===== config.mk =====
export PLATFORM = sky130hd
export DESIGN_NAME = barrel_seq
export DESIGN_NICKNAME = d
export VERILOG_FILES = /design/src/rtl/barrel_seq.sv
export SDC_FILE = /design/constraint.sdc
export NUM_CORES = 1
export LEC_CHECK = 0
export CAP_MARGIN = 25
export CELL_PAD_IN_SITES_DETAIL_PLACEMENT = 1
export CELL_PAD_IN_SITES_GLOBAL_PLACEMENT = 2
export CORE_AREA = 10 10 131 73
export CTS_CLUSTER_DIAMETER = 100
export CTS_CLUSTER_SIZE = 12
export DETAILED_ROUTE_END_ITERATION = 10
export DIE_AREA = 0 0 141 83
export PLACE_DENSITY = 0.93
export SETUP_SLACK_MARGIN = 0.2
export SYNTH_ARGS = -nofsm -noshare
export SYNTH_HDL_FRONTEND = slang
export SYNTH_SLANG_ARGS = --single-unit

===== constraint.sdc =====
create_clock -name clk -period 5.2 [get_ports clk]
set_clock_uncertainty 0.05 [all_clocks]
set_input_delay 1.04 -clock clk [delete_from_list [all_inputs] [get_ports clk]]
set_output_delay 1.04 -clock clk [all_outputs]
set_load 0.01 [all_outputs]

===== src/rtl/barrel_seq.sv =====
// Command sequencer feeding a registered barrel rotator: buffers rotate commands in a FIFO,
// issues them one at a time, waits the rotator latency and hands each result downstream.
module barrel_seq #(
  parameter int unsigned WIDTH = 8,
  parameter int unsigned SELW  = 3,
  parameter int unsigned LAT   = 1,
  parameter int unsigned DEPTH = 2
) (
  input  logic             clk,
  input  logic             reset,
  input  logic             cmd_valid,
  output logic             cmd_ready,
  input  logic [WIDTH-1:0] cmd_data,
  input  logic [SELW-1:0]  cmd_amt,
  input  logic             cmd_dir,
  output logic             bar_load,
  output logic [SELW-1:0]  bar_sel,
  output logic [WIDTH-1:0] bar_data,
  input  logic [WIDTH-1:0] bar_dout,
  output logic             res_valid,
  input  logic             res_ready,
  output logic [WIDTH-1:0] res_data,
  output logic             busy,
  output logic [7:0]       done_cnt
);

  localparam int unsigned PtrW = (DEPTH > 1) ? $clog2(DEPTH) : 1;
  localparam int unsigned CntW = (LAT > 1) ? $clog2(LAT) : 1;

  typedef enum logic [1:0] {StIdle, StIssue, StWait, StHold} state_e;

  state_e           r_state;
  logic [CntW-1:0]  r_wait_cnt;
  logic             r_bar_load;
  logic [SELW-1:0]  r_bar_sel;
  logic [WIDTH-1:0] r_bar_data;
  logic             r_res_valid;
  logic [WIDTH-1:0] r_res_data;
  logic [7:0]       r_done_cnt;

  logic [WIDTH-1:0] r_fifo_data [DEPTH];
  logic [SELW-1:0]  r_fifo_sel  [DEPTH];
  logic [PtrW-1:0]  r_wr_ptr;
  logic [PtrW-1:0]  r_rd_ptr;
  logic [PtrW:0]    r_count;

  logic             w_full;
  logic             w_empty;
  logic             w_push;
  logic             w_pop;
  logic [SELW-1:0]  w_push_sel;
  logic [WIDTH-1:0] w_head_data;
  logic [SELW-1:0]  w_head_sel;

  assign w_full      = (r_count == (PtrW + 1)'(DEPTH));
  assign w_empty     = (r_count == '0);
  assign w_push      = cmd_valid & ~w_full;
  // The only two places a command leaves the FIFO: idle pickup and the result handoff edge.
  assign w_pop       = ~w_empty & ((r_state == StIdle) | ((r_state == StHold) & res_ready));
  // A left rotate by n equals a right rotate by (2**SELW - n) mod 2**SELW.
  assign w_push_sel  = cmd_dir ? ({SELW{1'b0}} - cmd_amt) : cmd_amt;
  assign w_head_data = r_fifo_data[r_rd_ptr];
  assign w_head_sel  = r_fifo_sel[r_rd_ptr];

  always_ff @(posedge clk or negedge reset) begin
    if (!reset) begin
      r_wr_ptr <= '0;
      r_rd_ptr <= '0;
      r_count  <= '0;
      for (int i = 0; i < int'(DEPTH); i++) begin
        r_fifo_data[i] <= '0;
        r_fifo_sel[i]  <= '0;
      end
    end else begin
      if (w_push) begin
        r_fifo_data[r_wr_ptr] <= cmd_data;
        r_fifo_sel[r_wr_ptr]  <= w_push_sel;
        r_wr_ptr              <= r_wr_ptr + PtrW'(1);
      end
      if (w_pop) begin
        r_rd_ptr <= r_rd_ptr + PtrW'(1);
      end
      unique case ({w_push, w_pop})
        2'b10:   r_count <= r_count + (PtrW + 1)'(1);
        2'b01:   r_count <= r_count - (PtrW + 1)'(1);
        default: r_count <= r_count;
      endcase
    end
  end

  always_ff @(posedge clk or negedge reset) begin
    if (!reset) begin
      r_state     <= StIdle;
      r_wait_cnt  <= '0;
      r_bar_load  <= 1'b0;
      r_bar_sel   <= '0;
      r_bar_data  <= '0;
      r_res_valid <= 1'b0;
      r_res_data  <= '0;
      r_done_cnt  <= '0;
    end else begin
      if (w_pop) begin
        r_bar_sel  <= w_head_sel;
        r_bar_data <= w_head_data;
      end
      unique case (r_state)
        StIdle: begin
          if (w_pop) begin
            r_bar_load <= 1'b1;
            r_state    <= StIssue;
          end
        end
        StIssue: begin
          r_bar_load <= 1'b0;
          r_wait_cnt <= CntW'(LAT - 1);
          r_state    <= StWait;
        end
        StWait: begin
          if (r_wait_cnt == '0) begin
            r_res_data  <= bar_dout;
            r_res_valid <= 1'b1;
            r_state     <= StHold;
          end else begin
            r_wait_cnt <= r_wait_cnt - CntW'(1);
          end
        end
        StHold: begin
          if (res_ready) begin
            r_res_valid <= 1'b0;
            r_done_cnt  <= r_done_cnt + 8'd1;
            if (w_pop) begin
              r_bar_load <= 1'b1;
              r_state    <= StIssue;
            end else begin
              r_state <= StIdle;
            end
          end
        end
        default: r_state <= StIdle;
      endcase
    end
  end

  assign cmd_ready = ~w_full;
  assign bar_load  = r_bar_load;
  assign bar_sel   = r_bar_sel;
  assign bar_data  = r_bar_data;
  assign res_valid = r_res_valid;
  assign res_data  = r_res_data;
  assign done_cnt  = r_done_cnt;
  assign busy      = (r_state != StIdle) | ~w_empty;

endmodule

### Word-level counts from Yosys, hierarchy flattened

Cells that the tools add are included.

* bits in registers: 58
* input port bits: 24
* output and inout port bits: 31
* word-level logic and storage cells: 84

* $add $sub $neg: 7
* magnitude comparators: 3
* equality and inequality tests: 9
* multiplexer cells: 27
* bitwise logic cells: 10
* reductions and logical operators: 13

Operators with widths (number)
* $mux W8: 4
* $bwmux W16: 1
* $mux W3: 5
* $add A8 B1 Y8 const B: 1
* $demux W8 S1: 1
* $eq A2 B2 Y1 const B: 4
* $pmux W2 S4: 1
* $reduce_bool A2 Y1: 4
* $bwmux W6: 1
* $mux W1: 6
* $mux W2: 3
* $ne A2 B2 Y1 const B: 3
* $reduce_and A2 Y1: 3
* $reduce_and A3 Y1: 2
* $eq A2 B1 Y1 const B: 2
* $ge A2 B2 Y1 const B: 2
* $logic_not A2 Y1: 2
* $not A1 Y2: 2
* $pmux W1 S2: 2
* $pmux W2 S2: 1
* $and A1 B1 Y1: 3
* $demux W3 S1: 1
* $not A1 Y1: 3
* $pmux W1 S3: 1
* 9 further kinds: 11

### Longest topological paths before layout

Gate-level depths: netlist of run 1.

* depth after elaboration: 7
* mapped depth: 9

### Worst setup path before layout of run 1

Ideal clock, no wire load.

* path type: input-to-reg
* start: input res_ready
* end: register r_count[1]
* setup time: 0.079 ns
* arrival time: 1.990 ns
* path slack: 3.081 ns
* cell stages on the path: 6
* path buffers: 1
* cells stage by stage: a21oi_2 nor2_4 buf_6 ha_1 nor2_1 xor2_1

* longest elaborated chain between the ends: 5
* elaborated cells between the ends (all ways): 7

Ends and longest elaborated chain
* from (decl): line 21 `input logic res_ready,`
* $and A1 B1 Y1 *: line 59 `assign w_pop = ~w_empty & ((r_state == StIdle) | ((r_state == StHold) & res_ready));`
* $or A1 B1 Y1 *: line 59
* $and A1 B1 Y1 *: line 59
* net w_pop: line 50 `logic w_pop;`
* $eq A2 B1 Y1 / $eq A2 B2 Y1 (equally long branches): line 83 `unique case ({w_push, w_pop})`
* $pmux W2 S2 / $reduce_bool A2 Y1 (equally long branches)
* to (signal assigned): line 84 `2'b10: r_count <= r_count + (PtrW + 1)'(1);`
* to (signal assigned): line 85 `2'b01: r_count <= r_count - (PtrW + 1)'(1);`
* to (signal assigned): line 86 `default: r_count <= r_count;`
* to (decl): line 45 `logic [PtrW:0] r_count;`

The timed path passes the listed nets; every way through them passes the cells marked *.
A chain may end at the register's enable or synchronous reset.

### Final worst setup path of run 1

* start: register r_state[1]
* end: output busy

* longest elaborated chain between the ends: 2

Ends and longest elaborated chain
* from (decl): line 32 `state_e r_state;`
* from (signal assigned): line 93 `r_state <= StIdle;`
* from (signal assigned): line 110 `r_state <= StIssue;`
* from (signal assigned): line 116 `r_state <= StWait;`
* $reduce_bool A2 Y1: line 151 `assign busy = (r_state != StIdle) | ~w_empty;`
* $or A1 B1 Y1: line 151
* to (decl): line 23 `output logic busy,`

No other way between the ends.

==> results of run 1 <==
==> final timing paths <==
kind,from,endpoint,slack (ps),cells past startpoint
hold / removal,done_cnt[7],done_cnt[7],420,1
setup reg to reg,r_state[1],r_count[1],3120,6
min in group asynchronous,reset,bar_data[4],810,2
hold reg to reg,done_cnt[7],done_cnt[7],420,1
max in group asynchronous,reset,res_data[0],3820,2
setup / recovery,r_state[1],busy,2330,4
==> cell families after synthesis <==
family | count (synthesis) | share of synthesized area [%]
flip-flops | 57 | 54.3
multiplexers | 54 | 26.0
AO/OA/AOI/OAI | 8 | 2.19
adder cells (fa/ha/maj) | 8 | 3.81
XOR/XNOR | 13 | 4.33
buffers and inverters | 13 | 3.14
AND/OR/NAND/NOR | 28 | 6.28
==> power by group through the flow <==
stage | sequential (mW) | clock, mW | combinational [mW]
final | 0.842 | 0.588 | 1.04
after global routing | 0.879 | 0.622 | 1.13
after CTS | 0.847 | 0.600 | 1.06
after detailed placement | 0.848 | 0 | 1.04
after global placement | 0.833 | 0 | 0.993
after floorplan | 0.842 | 0 | 0.656
==> layout make-up <==
cell class	instances	area [um2]
Timing Repair Buffer	55	543
Sequential cell	57	1430
Tap cell	96	120
Clock buffer	10	239
Inverter	7	26.3
Fill cell	755	3670
Clock inverter	6	67.6
Multi-Input combinational cell	111	1120
==> critical path, stage by stage, from the launching register on <==
cell and delay, ps:
dfrtp_1 420, inv_1 110, ha_1 260, nand2_1 120, clkdlybuf4s50_1 550
==> sequential cells by signal, indices dropped and copies added, names as in the netlist <==
| name | flops |
|---|---|
| r_fifo_data | 16 |
| bar_data | 8 |
| done_cnt | 8 |
| res_data | 8 |
| r_fifo_sel | 6 |
| bar_sel | 3 |
| r_count | 2 |
| r_state | 2 |
| bar_load | 1 |
| r_rd_ptr | 1 |
| r_wr_ptr | 1 |
| res_valid | 1 |
==> per-stage QoR <==
step / util, % / setup WS [ps] / hold slack, ps / instances / power, mW
floorplan: - / 3080 / 424 / 181 / 1.50
global placement: 44.9 / 2370 / 409 / 326 / 1.83
detailed placement: 44.9 / 2260 / 416 / 326 / 1.88
CTS: 49.1 / 2330 / 423 / 342 / 2.51
global route: 49.1 / 2230 / 443 / 342 / 2.63
finish: 49.1 / 2330 / 420 / 342 / 2.47
==> metal layers <==
layer  up-vias  share of wire (%)  wire length [um]
met2        27                 54              3260
li1        741                  -                 -
met3         8                4.0               245
met4         0                1.4                86
met1       823                 41              2470
met5         -                  0                 0
==> layout by cell type, fill, tap and decap left out, types with 2 or more instances in the layout <==
cell	n
mux2_2	34
clkdlybuf4s50_1	53
clkinv_4	2
clkinvlp_4	2
nand2_1	6
dfrtp_1	57
a2bb2oi_1	2
inv_1	7
nor3_1	2
nand3_1	3
xor2_1	5
ha_1	8
nor2_1	7
xnor2_1	8
mux2_4	20
clkbuf_16	9
==> out/results.txt, run 1 <==
Worst setup SP type - flip-flop
CTS tree - yes
Layout area overhead - 34.7%
Remaining DRCs - 0
Core Box Area - 0.00721 mm2
Post-synth net total - 213
Mapped Area - 0.00263 mm2
Max_cap viols - 0
WL final - 6.07 mm
Die W - 141 um
Hold Fails Final Rpt - 0
Psw - 0.777 mW
IO Count - 55
Pwr Density - 696 mW/mm2
Full die area - 0.0117 mm2
Dominant cells by area after synthesis - dfrtp_1, mux2_2, mux2_4
DPL Wire Length - 4.18 mm
Initial antenna violation count - 0
ANT cells - 0
TritonCTS Buffers - 9
Post-CTS Setup Inserts - 0
Post-synthesis register bit count - 57
Worst-case headroom to the max-slew limit - 53.0%
Sequential area share after synthesis - 54.3%
Switching share of power - 31.5%
Gate Count Post-Synth - 181
Number of hold buffers added after CTS - 0
CTS root buffer - clkbuf_16
GR Layer Usage met3 - 3.86%
Fraction of registers with async set/reset - 100%
Final net count - 273
Most frequent cell after synthesis - dfrtp_1
Wirelength per Cell - 17.7 um
Critical path arrival - 1780 ps
RSZ-0062 raised after global routing - no
Routing usage on met2 - 18.9%
Tmin final - 2870 ps
FMAX - 0.349 GHz
Largest net degree at the start of global routing - 58
Gates resized, CTS repair - 0
CP Class - reg -> out
Critical Path RT - 4110 ps
Netlist cell types - 33
First-pass GRT wire length - 10.2 mm
Routed vias - 1599
Kind of end point of the critical path - primary output
Clock slew at the register clock pins of the worst setup and hold paths - 50 ps
IR Drop Worst-Case VDD - 0.248 mV
Share of cells above drive strength 1 - 32.1%
DIE HEIGHT - 83 um
Logic pwr share - 42.0%
Met1 Use GR - 11.8%
Initial Util - 36.5%
Global route overflow - 0
Ys flop type - dfrtp_1
Hold crit path type - reg -> reg
Syn. warnings - 0
Flop pwr share - 34.1%
Worst slew pin tran - 705 ps
EDFF count, synth - 0
Synth cell count leaders - dfrtp_1, mux2_2, mux2_4
FP Rows - 22
GRT busiest layer - met2
Sink Count - 57
Gp weighted congestion - 0.761
Internal power - 1.69 mW
Clk pwr share - 23.8%
Outcome - finished, final reports clean
Design area - 0.00354 mm2
Clk_lat worst skew - 320 ps
Post-DRT Antenna Nets - 0
Max Fanout on Critical Path - 5
Port bufs - 54
Drt pass-1 iters - 4
H-Tree Depth - 3
Setup TNS - 0 ps
Setup violations, final - 0
Vias in the first global route - 1867
Max-slew violations - 0
Synth area leader - dfrtp_1
Leak pwr - 1.56 nW
Initial DRC Count - 49
Part of the cycle the worst path needs - 55.1%
CTS max path bufs - 2
Post-DP Area - 0.00324 mm2
Mapped Avg Cell Area - 14.5 um2
All-Layer GR Usage - 10.8%
Synth top area share - 54.3%
Vias per cell - 4.68
(Power assumes the default switching activity.)
==> inputs of run 2 (changes only) <==
--- a/config.mk
+++ b/config.mk
@@ -8,12 +8,12 @@
 export CAP_MARGIN = 25
 export CELL_PAD_IN_SITES_DETAIL_PLACEMENT = 1
 export CELL_PAD_IN_SITES_GLOBAL_PLACEMENT = 2
-export CORE_AREA = 10 10 131 73
+export CORE_AREA = 10 10 142 79
 export CTS_CLUSTER_DIAMETER = 100
 export CTS_CLUSTER_SIZE = 12
 export DETAILED_ROUTE_END_ITERATION = 10
-export DIE_AREA = 0 0 141 83
-export PLACE_DENSITY = 0.93
+export DIE_AREA = 0 0 152 89
+export PLACE_DENSITY = 0.84
 export SETUP_SLACK_MARGIN = 0.2
 export SYNTH_ARGS = -nofsm -noshare
 export SYNTH_HDL_FRONTEND = slang
==> constraint.sdc (replaced) <==
create_clock -name clk -period 2.3 [get_ports clk]
set_clock_uncertainty 0.05 [all_clocks]
set_input_delay 0.46 -clock clk [delete_from_list [all_inputs] [get_ports clk]]
set_output_delay 0.46 -clock clk [all_outputs]
set_load 0.01 [all_outputs]
==> run 2 against run 1 <==
Largest cell class unchanged. Highest routed layer unchanged. Sequential share of layout area decreased by 0.88 points. Clock power rose by 130%. Flip-flop and latch count unchanged. Power increased by 130%.
==> out/results.txt, run 2 (synthesis gave the netlist of run 1 again) <==
Final non-filler cell total - 370 (was 342)
WL final - 5.92 mm (was 6.07 mm)
Die W - 152 um (was 141 um)
Max_cap viols - 0 (unchanged)
Wirelength per Cell - 16.0 um (was 17.7 um)
RSZ-0062 raised after global routing - no (unchanged)
Worst slew pin tran - 597 ps (was 705 ps)
IO Count - 55 (unchanged)
Slowest cell on crit path - clkdlybuf4s50_1 (unchanged)
Routed vias - 1591 (was 1599)
Global route overflow - 0 (unchanged)
Max-slew violations - 0 (unchanged)
DIE HEIGHT - 89 um (was 83 um)
Final Power - 5.62 mW (was 2.47 mW)
Post-DP Area - 0.00329 mm2 (was 0.00324 mm2)
Final net count - 277 (was 273)
Post-DRT Antenna Nets - 0 (unchanged)
H-Tree Depth - 3 (unchanged)
Layout area overhead - 37.9% (was 34.7%)
ANT cells - 0 (unchanged)
Placed instance count - 353 (was 326)
Commonest cells after routing, fill and taps aside - dfrtp_1, clkdlybuf4s50_1, mux2_2, mux2_4, clkbuf_16 (unchanged)
Vias in the first global route - 1802 (was 1867)
CTS max path bufs - 2 (unchanged)
IR Drop Worst-Case VDD - 0.468 mV (was 0.248 mV)
CTS root buffer - clkbuf_16 (unchanged)
Crit path buffers/inverters - 1 (was 2)
Outcome - finished, final reports clean (unchanged)
Remaining DRCs - 0 (unchanged)
Critical path arrival - 1470 ps (was 1780 ps)
Initial Util - 29.4% (was 36.5%)
Largest Register - r_fifo_data (unchanged)
Area of the multi-input gates - 0.00112 mm2 (unchanged)
Pre-CTS WS - 305 ps (was 2260 ps)
CP Class - reg -> out (unchanged)
Share of cells above drive strength 1 - 33.3% (was 32.1%)
Vias per cell - 4.30 (was 4.68)
TritonCTS Buffers - 9 (unchanged)
Part of the cycle the worst path needs - 86.2%
Kind of end point of the critical path - primary output (unchanged)
Drt pass-1 iters - 3 (was 4)
All-Layer GR Usage - 9.28% (was 10.8%)
Clock slew at the register clock pins of the worst setup and hold paths - 50 ps (about the same)
Leak pwr - 1.59 nW (was 1.56 nW)
Gp weighted congestion - 0.698 (was 0.761)
Design area - 0.00362 mm2 (was 0.00354 mm2)
Worst setup SP type - flip-flop (unchanged)
Port bufs - 54 (unchanged)
Largest net degree at the start of global routing - 58 (unchanged)
Area occupied by registers - 0.00143 mm2 (about the same)
Sink Count - 57 (unchanged)
Hold Fails Final Rpt - 0 (unchanged)
Pwr Density - 1550 mW/mm2 (was 696 mW/mm2)
DPL Wire Length - 4.27 mm (was 4.18 mm)
Setup TNS - 0 ps (unchanged)
Initial antenna violation count - 0 (unchanged)
Worst-case headroom to the max-slew limit - 60.2% (was 53.0%)
Critical path cell sequence - nand2b_4 > clkdlybuf4s50_1 (was inv_1 > ha_1 > nand2_1 > clkdlybuf4s50_1)
Full die area - 0.0135 mm2 (was 0.0117 mm2)
Largest register FFs - 16 (unchanged)
Core Box Area - 0.00895 mm2 (was 0.00721 mm2)
Number of hold buffers added after CTS - 0 (unchanged)
FMAX - 0.504 GHz
Fillers - 932 (was 755)
CP top delay family - buffers and inverters (unchanged)
Hold crit path type - in -> async (was reg -> reg)
FP Rows - 25 (was 22)
Tmin final - 1980 ps
Initial DRC Count - 43 (was 49)
Max Fanout on Critical Path - 5 (unchanged)
Critical Path RT - 1790 ps (was 4110 ps)
CTS tree - yes (unchanged)
Setup violations, final - 0 (unchanged)
Worst setup margin - 317 ps (was 2330 ps)
Clk_lat worst skew - 320 ps (about the same)
First-pass GRT wire length - 9.75 mm (was 10.2 mm)
Max incr delay on CP - 550 ps (about the same)
Commonest non-fill, non-tap cell in the layout - dfrtp_1 (unchanged)
[run 2: changes by cell type in the layout (fill, tap and decap cells not counted)]
cell,change
clkinvlp_4,-2
clkbuf_8,+3
dfrtp_1,-1
clkdlybuf4s50_1,-1
dfrtp_2,+1
dlygate4sd2_1,+1
clkinv_4,-2
buf_12,+1
buf_4,+3
[run 2: path summary, 6_finish.rpt]
| kind | start | endpoint | slack, ps | cells past startpoint |
|---|---|---|---|---|
| max in group asynchronous | reset | r_count[0] | 1850 | 2 |
| min in group clk | done_cnt[7] | done_cnt[7] | 420 | 1 |
| worst max-delay path | r_count[0] | cmd_ready | 320 | 2 |
| worst min register to register | done_cnt[7] | done_cnt[7] | 420 | 1 |
| worst min-delay path | reset | r_fifo_sel[4] | 90 | 2 |
| worst max register to register | r_state[0] | r_count[1] | 420 | 7 |
[run 2: power by group]
part,internal [mW],switching [mW]
Sequential,1.52,0.364
Combinational,1.46,0.896
Clock,0.946,0.430
Total,3.93,1.69
[run 2: routing by layer]
| metal | part of all wire [%] | GRT usage (%) | up-vias |
|---|---|---|---|
| met1 | 52 | 11.5 | 790 |
| met4 | 0.98 | 3.65 | 0 |
| li1 | - | - | 756 |
| met3 | 6.6 | 5.24 | 5 |
| met5 | 0 | 0 | - |
| met2 | 41 | 13.1 | 40 |
[run 2: what timing repair did]
item	in CTS	in global routing
buffers inserted	2	0
endpoints found under the setup margin	1	1
resized for setup	1	1
hold endpoints to repair	0	0
[run 2: area by class of cell]
| class | instances | share of cell area, % |
|---|---|---|
| Tap cell | 121 | 4.18 |
| Multi-Input combinational cell | 111 | 30.9 |
| Clock buffer | 13 | 7.73 |
| Timing Repair Buffer | 59 | 16.1 |
| Inverter | 7 | 0.725 |
| Sequential cell | 57 | 39.4 |
| Clock inverter | 2 | 0.967 |
[run 2: metrics by stage]
step,utilization [%],hold WS [ps]
after floorplan,-,114
after global placement,36.8,411
after detailed placement,36.8,415
after CTS,40.5,96.9
after global routing,40.5,106
final,40.5,87.2
[run 2: worst register-to-register path, delay by kind of cell, from the launching register on]
family / cells / cell delay, ps
AO/OA/AOI/OAI: 1 / 250
adder cells (fa/ha/maj): 2 / 620
XOR/XNOR: 1 / 150
AND/OR/NAND/NOR: 2 / 190
buffers and inverters: 1 / 150
flip-flops: 1 / 390
